`src/rtl/multi_timer.sv`:
```
// ---------------------------------------------------------------------------
// multi_timer
//   N_CH independent compare timers behind a small register slot.
//   Each channel has a W-bit up-counter, a 32-bit compare period, a control
//   register (go / mode / ie / flag) and, for W > 32, a shadow register that
//   captures count[W-1:32] whenever count[31:0] is read.
//
//   Per-channel word map (addr[4:2] = channel, addr[1:0] = register):
//     0 count[31:0] (RO)   1 shadow (RO)   2 ctrl (RW)   3 period (RW)
//   ctrl write: [0] go, [1] clear count, [2] mode (1 = periodic), [3] ie,
//               [4] clear flag (write-1-to-clear)
//   ctrl read : {27'b0, flag, ie, mode, 1'b0, go}
//
// Ports
//   clk      in   system clock, rising edge
//   reset    in   asynchronous reset, active low
//   cs       in   slot chip select
//   read     in   read strobe (qualified by cs)
//   write    in   write strobe (qualified by cs)
//   addr     in   [4:0] word address
//   wr_data  in   [31:0] write data
//   rd_data  out  [31:0] combinational read data
//   tick     out  [N_CH-1:0] one-cycle pulse per channel on a compare event
//   irq      out  OR over channels of (flag & ie)
// ---------------------------------------------------------------------------
module multi_timer #(
  parameter int N_CH = 4,
  parameter int W    = 48
) (
  input  logic            clk,
  input  logic            reset,
  input  logic            cs,
  input  logic            read,
  input  logic            write,
  input  logic [4:0]      addr,
  input  logic [31:0]     wr_data,
  output logic [31:0]     rd_data,
  output logic [N_CH-1:0] tick,
  output logic            irq
);

  // Compare is done at max(W,32) bits so a period wider than the counter
  // simply never matches.
  localparam int CW = (W > 32) ? W : 32;

  logic [2:0] ch_sel;
  logic [1:0] reg_sel;

  assign ch_sel  = addr[4:2];
  assign reg_sel = addr[1:0];

  // Read views sized to the full 3-bit channel space; unpopulated channels
  // are tied to zero so out-of-range reads return 0 without a range check.
  logic [31:0] cnt_lo_a [8];
  logic [31:0] shd_a    [8];
  logic [31:0] ctrl_a   [8];
  logic [31:0] per_a    [8];

  logic [N_CH-1:0] flag_v;
  logic [N_CH-1:0] ie_v;

  generate
    for (genvar c = 0; c < N_CH; c++) begin : g_ch
      logic [W-1:0]  count_q;
      logic [W-1:0]  count_d;
      logic [31:0]   period_q;
      logic          go_q;
      logic          go_d;
      logic          mode_q;
      logic          ie_q;
      logic          flag_q;
      logic          flag_d;
      logic          tick_q;
      logic          sel;
      logic          ctrl_wr;
      logic          per_wr;
      logic          clr;
      logic          evt;
      logic [CW-1:0] cnt_x;

      assign sel     = cs && (ch_sel == 3'(c));
      assign ctrl_wr = sel && write && (reg_sel == 2'd2);
      assign per_wr  = sel && write && (reg_sel == 2'd3);
      assign clr     = ctrl_wr && wr_data[1];

      assign cnt_x = CW'(count_q);
      // A clear in the same cycle suppresses the event entirely.
      assign evt   = go_q && (period_q != 32'd0) && (cnt_x == CW'(period_q)) && !clr;

      always_comb begin
        count_d = count_q;
        if (clr) begin
          count_d = '0;
        end else if (evt) begin
          // Periodic restarts from 0; one-shot holds at the period value.
          if (mode_q) count_d = '0;
        end else if (go_q) begin
          count_d = count_q + W'(1);
        end
      end

      // A ctrl write of go wins over the one-shot self-stop.
      always_comb begin
        go_d = go_q;
        if (ctrl_wr)              go_d = wr_data[0];
        else if (evt && !mode_q)  go_d = 1'b0;
      end

      // Event beats a simultaneous write-1-to-clear.
      always_comb begin
        flag_d = flag_q;
        if (evt)                          flag_d = 1'b1;
        else if (ctrl_wr && wr_data[4])   flag_d = 1'b0;
      end

      always_ff @(posedge clk or negedge reset) begin
        if (!reset) begin
          count_q  <= '0;
          period_q <= '0;
          go_q     <= 1'b0;
          mode_q   <= 1'b0;
          ie_q     <= 1'b0;
          flag_q   <= 1'b0;
          tick_q   <= 1'b0;
        end else begin
          count_q <= count_d;
          go_q    <= go_d;
          flag_q  <= flag_d;
          tick_q  <= evt;
          if (ctrl_wr) begin
            mode_q <= wr_data[2];
            ie_q   <= wr_data[3];
          end
          if (per_wr) period_q <= wr_data;
        end
      end

      if (W > 32) begin : g_shadow
        logic          cnt_rd;
        logic [W-33:0] shadow_q;

        // Reading count[31:0] freezes the upper bits so a following
        // shadow read gives a coherent W-bit value.
        assign cnt_rd = sel && read && (reg_sel == 2'd0);

        always_ff @(posedge clk or negedge reset) begin
          if (!reset)      shadow_q <= '0;
          else if (cnt_rd) shadow_q <= count_q[W-1:32];
        end

        assign shd_a[c] = 32'(shadow_q);
      end else begin : g_no_shadow
        assign shd_a[c] = '0;
      end

      assign cnt_lo_a[c] = cnt_x[31:0];
      assign ctrl_a[c]   = {27'b0, flag_q, ie_q, mode_q, 1'b0, go_q};
      assign per_a[c]    = period_q;
      assign tick[c]     = tick_q;
      assign flag_v[c]   = flag_q;
      assign ie_v[c]     = ie_q;
    end

    for (genvar c = N_CH; c < 8; c++) begin : g_unused
      assign cnt_lo_a[c] = '0;
      assign shd_a[c]    = '0;
      assign ctrl_a[c]   = '0;
      assign per_a[c]    = '0;
    end
  endgenerate

  assign irq = |(flag_v & ie_v);

  always_comb begin
    rd_data = '0;
    if (reset) begin
      case (reg_sel)
        2'd0:    rd_data = cnt_lo_a[ch_sel];
        2'd1:    rd_data = shd_a[ch_sel];
        2'd2:    rd_data = ctrl_a[ch_sel];
        default: rd_data = per_a[ch_sel];
      endcase
    end
  end

endmodule

```
`config.mk`:
```
export PLATFORM = sky130hd
export DESIGN_NAME = multi_timer
export DESIGN_NICKNAME = d
export VERILOG_FILES = /design/src/rtl/multi_timer.sv
export SDC_FILE = /design/constraint.sdc
export NUM_CORES = 1
export LEC_CHECK = 0
export ABC_AREA = 1
export BUFFER_PORTS_ARGS = -buffer_cell sky130_fd_sc_hd__buf_2
export CORE_MARGIN = 2
export CORE_UTILIZATION = 45
export CTS_CLUSTER_SIZE = 16
export DETAILED_ROUTE_END_ITERATION = 6
export SETUP_SLACK_MARGIN = 0.15
export SYNTH_ARGS = -nofsm -noshare
export SYNTH_HDL_FRONTEND = slang
export SYNTH_SLANG_ARGS = --single-unit
```
`constraint.sdc`:
```
create_clock -name clk -period 2.32 [get_ports clk]
set_input_delay 0.348 -clock clk [delete_from_list [all_inputs] [get_ports clk]]
set_output_delay 0.348 -clock clk [all_outputs]
set_load 0.01 [all_outputs]
```
==> results.py <==
metrics = {
    "power": {
        "power.leakage_nw": 18.52,
        "switching_share": 0.3575,
        "p_switching_mw": 8.583,
        "power.share.clock": 0.354,
        "p_int_mw": 15.43,
        "p_seq_frac": 0.352,
        "p_comb_frac": 0.293,
        "power_density_mw_per_mm2": 620.5,
        "irDropWorstVdd_mv": 0.5584,
    },
    "finish": {
        "seqCellArea_mm2": 0.01028,
        "nets": 5078,
        "synthToLayoutAreaGrowth_pct": 39.00,
        "fillers": 5695,
        "multi_input_area_mm2": 0.01717,
        "finalNonFillerCells": 5862,
        "drive_gt1_frac": 0.2950,
    },
    "setup_path": {
        "worstSetupEndpointType": "primary output",
        "crit_fanout": 2,
        "r2r_slack_ns": 0.01,
        "setup.worst_path.class": "flip-flop to primary output",
        "crit_path_start_kind": "flip-flop",
        "worstReg2RegEnd": "g_ch[0].cnt_x[34]",
        "crit_arrival_ns": 1.98,
        "crit_family": "flip-flops",
        "required_ns": 1.97,
        "r2r_start": "g_ch[0].cnt_x[21]",
        "critical_path_buf_inv_count": 2,
        "r2r_cells": 14,
        "slowest_stage": "dfrtp_2",
        "max_stage_delay_ns": 0.47,
        "crit_chain": "a22oi_2, nand2_1, nand2_1, nand3_2, nand3_2, inv_1, buf_2",
    },
    "die": {
        "dieHeight_um": 252.7,
        "dieArea_mm2": 0.06387,
        "die_w_um": 252.7,
        "coreArea_mm2": 0.06148,
        "row_count": 91,
        "start_util": 0.4528,
        "io_pins": 79,
    },
    "routing": {
        "viasPerCell": 5.834,
        "dr.first_iter.drc_count": 5002,
        "antenna_left": 0,
        "wl_per_cell_um": 25.94,
        "routed_wl_um": 152000,
        "drc": 5,
        "vias": 34200,
        "drt-pass1-iter-count": 7,
    },
    "cts": {
        "cts_buffer_depth": 3,
        "cts_tree": "built",
        "clk_pin_slew_ns": 0.06,
        "clk_latency_ns": 0.62,
        "h-tree-depth": 2,
        "clock_sinks": 404,
        "clockRootBuffer": "clkbuf_16",
        "cts_inserted_buffers": 48,
    },
    "synth": {
        "synthTopCellsByArea": "dfrtp_1, nand2_1, nor2_1",
        "synth_top_cell_by_area": "dfrtp_1",
        "synth_cells": 4430,
        "synth.avg_cell_area_um2": 6.285,
        "synth_top_area_share": 0.3631,
        "yosysUniqueCellTypes": 41,
        "synth.most_common_cell": "nand2_1",
        "async_flop_share": 1.000,
        "synth_warnings": 0,
        "synth_common_cells": "nand2_1, nor2_1, inv_1",
        "synth_area_mm2": 0.02784,
        "synth_edf_count": 0,
        "synth_seq_area_share": 0.3631,
        "ys.flop_type": "dfrtp_1",
        "ys_seq_elements": 404,
        "synthesis.nets": 4476,
    },
    "placement": {
        "gp_congestion": 1.129,
        "dp.cells": 5515,
        "port_buffers": 78,
        "dp_hpwl_um": 111400,
    },
    "timing": {
        "fin_crit_sh": 1.004,
        "rsz0062_at_grt": "true",
        "slew_viol_final": 0,
        "worstMarginPinSlew_ns": 0.9181,
        "finalWorstPathRequiredPeriod_ns": 2.329,
        "fmax_ghz": 0.4294,
        "hold_ws_ns": 0.05298,
        "finalSetupViolCount": 1,
        "hold_viol_final": 0,
        "setup_slack_ns": -0.008907,
        "relSlewSlack": 0.3879,
        "skew_ns": 0.02279,
    },
    "global_routing": {
        "grt-ovfl-total": 0,
        "antenna_found_initial": 6,
        "grt_usage": 0.4484,
        "grt_max_degree": 138,
        "grt_pass1_vias": 29860,
        "grt_pass1_wl_um": 206400,
    },
    "run": {
        "drv_cap": 0,
    },
    "status": {
        "status": "finished with violations",
        "violations": "design-rule violations, negative setup slack",
    },
    "min_path": {
        "hp-start": "wr_data[12]",
        "hp-class": "input port to flip-flop",
        "hold_end": "g_ch[0].period_q[12]",
        "min_path_cells": 3,
    },
}
through the flow:
stage           TNS [ns]  worst slack (ns)  power, mW  utilization  area [µm²]
2_1_floorplan          0            0.3361      11.06            -       27840
3_3_place_gp     -0.4394          -0.07549      13.47       0.5150       31670
3_5_place_dp      -1.906          -0.08684      13.48       0.5150       31670
4_1_cts                0           0.03791      22.50       0.5810       35720
5_1_grt          -0.4246          -0.05980      24.76       0.6294       38700
6_report       -0.008907         -0.008907      24.01       0.6294       38700
cell families after synthesis:
logic type,after synthesis,synth area share
adders and majority gates,4,0.001798
xor gates and xnor gates,130,0.04090
AOI/OAI and AO/OA,523,0.1039
and+or+nand+nor,2720,0.3951
buffers and inverters,648,0.09478
muxes,1,0.0004044
DFF,404,0.3631
worst register-to-register path: stages (launching register included):
cell	delay [ns]
dfrtp_2	0.44
buf_4	0.17
nand2_1	0.12
nand2_1	0.07
nor2_1	0.10
nand2_1	0.10
nor2_1	0.10
nand2_1	0.09
nor2_2	0.13
nand4_1	0.19
nand2_4	0.27
buf_6	0.17
clkbuf_16	0.17
nand2_2	0.05
o21ai_1	0.06
layout make-up:
class,count,area share
Clock inverter,25,0.009699
Multi-Input combinational cell,3379,0.4436
Tap cell,790,0.02554
Antenna cell,1,0.00006466
Clock buffer,64,0.03469
Inverter,488,0.04940
Sequential cell,404,0.2655
Timing Repair Buffer,711,0.1715
power groups by stage:
| stage | registers [mW] | clock network (mW) | logic, mW |
|---|---|---|---|
| after floorplan | 8.12 | 0 | 2.94 |
| after detailed placement | 8.55 | 0 | 4.93 |
| after CTS | 8.37 | 8.52 | 5.61 |
| after global placement | 8.56 | 0 | 4.91 |
| final | 8.46 | 8.51 | 7.04 |
| after global routing | 8.48 | 8.83 | 7.46 |
sequential cells by signal, indices dropped and copies added, names as in the netlist:
| name | count |
|---|---|
| g_ch.ie_q | 4 |
| g_ch.g_shadow.shadow_q | 64 |
| g_ch.tick_q | 4 |
| g_ch.flag_q | 4 |
| g_ch.mode_q | 4 |
| g_ch.period_q | 128 |
| g_ch.go_q | 4 |
| g_ch.cnt_x | 192 |
worst max path at each step:
stage | from | depth (start not counted) | slack (ns) | endpoint
floorplan | g_ch[3].cnt_x[0] | 12 | 0.34 | g_ch[3].cnt_x[32]
global placement | addr[3] | 9 | -0.08 | rd_data[16]
detailed placement | addr[1] | 10 | -0.09 | g_ch[0].g_shadow.shadow_q[10]
CTS | g_ch[2].g_shadow.shadow_q[0] | 7 | 0.04 | rd_data[0]
global route | g_ch[0].cnt_x[18] | 7 | -0.06 | rd_data[18]
finish | g_ch[0].g_shadow.shadow_q[9] | 7 | -0.009 | rd_data[9]
what timing repair did:
action                     4_1_cts  5_1_grt
hold endpoints to repair       196        0
pin swaps                       94      158
hold buffers                     1        0
setup endpoints to repair      148      224
gates cloned                     0       37
buffers inserted               162       57
gates resized for setup        429      551
routing by layer:
layer	global-route usage	wire, µm
met5	0	39
met4	0.2132	9611
met2	0.6201	60760
met3	0.1202	21240
met1	0.6431	60400
placed cells by master, fill, tap and decap left out, types with 5 or more instances in the layout:
cell and instances:
a21oi_2 16, nor2_4 9, bufinv_16 9, o22ai_4 18, a221oi_2 6, clkbuf_8 6, buf_8 5, nor2_2 49
nand4_1 108, o21ai_0 250, inv_4 18, o21ai_2 36, a22oi_1 8, clkinv_2 8, buf_4 456, inv_2 105
o22ai_1 47, o2111ai_1 8, o21ai_1 61, buf_6 112, nor3_1 95, nand2_4 62, nor3_2 10, nand3_1 179
dfrtp_2 133, nand2_2 143, o22ai_2 30, a22oi_2 17, buf_12 44, clkbuf_16 75, inv_1 360, nor2_1 549
dfrtp_1 271, clkbuf_1 9, nand2_1 1474, xor2_1 116, a21oi_1 13, nand3_2 27, xnor2_1 13, buf_2 67
(Power assumes the default switching activity.)
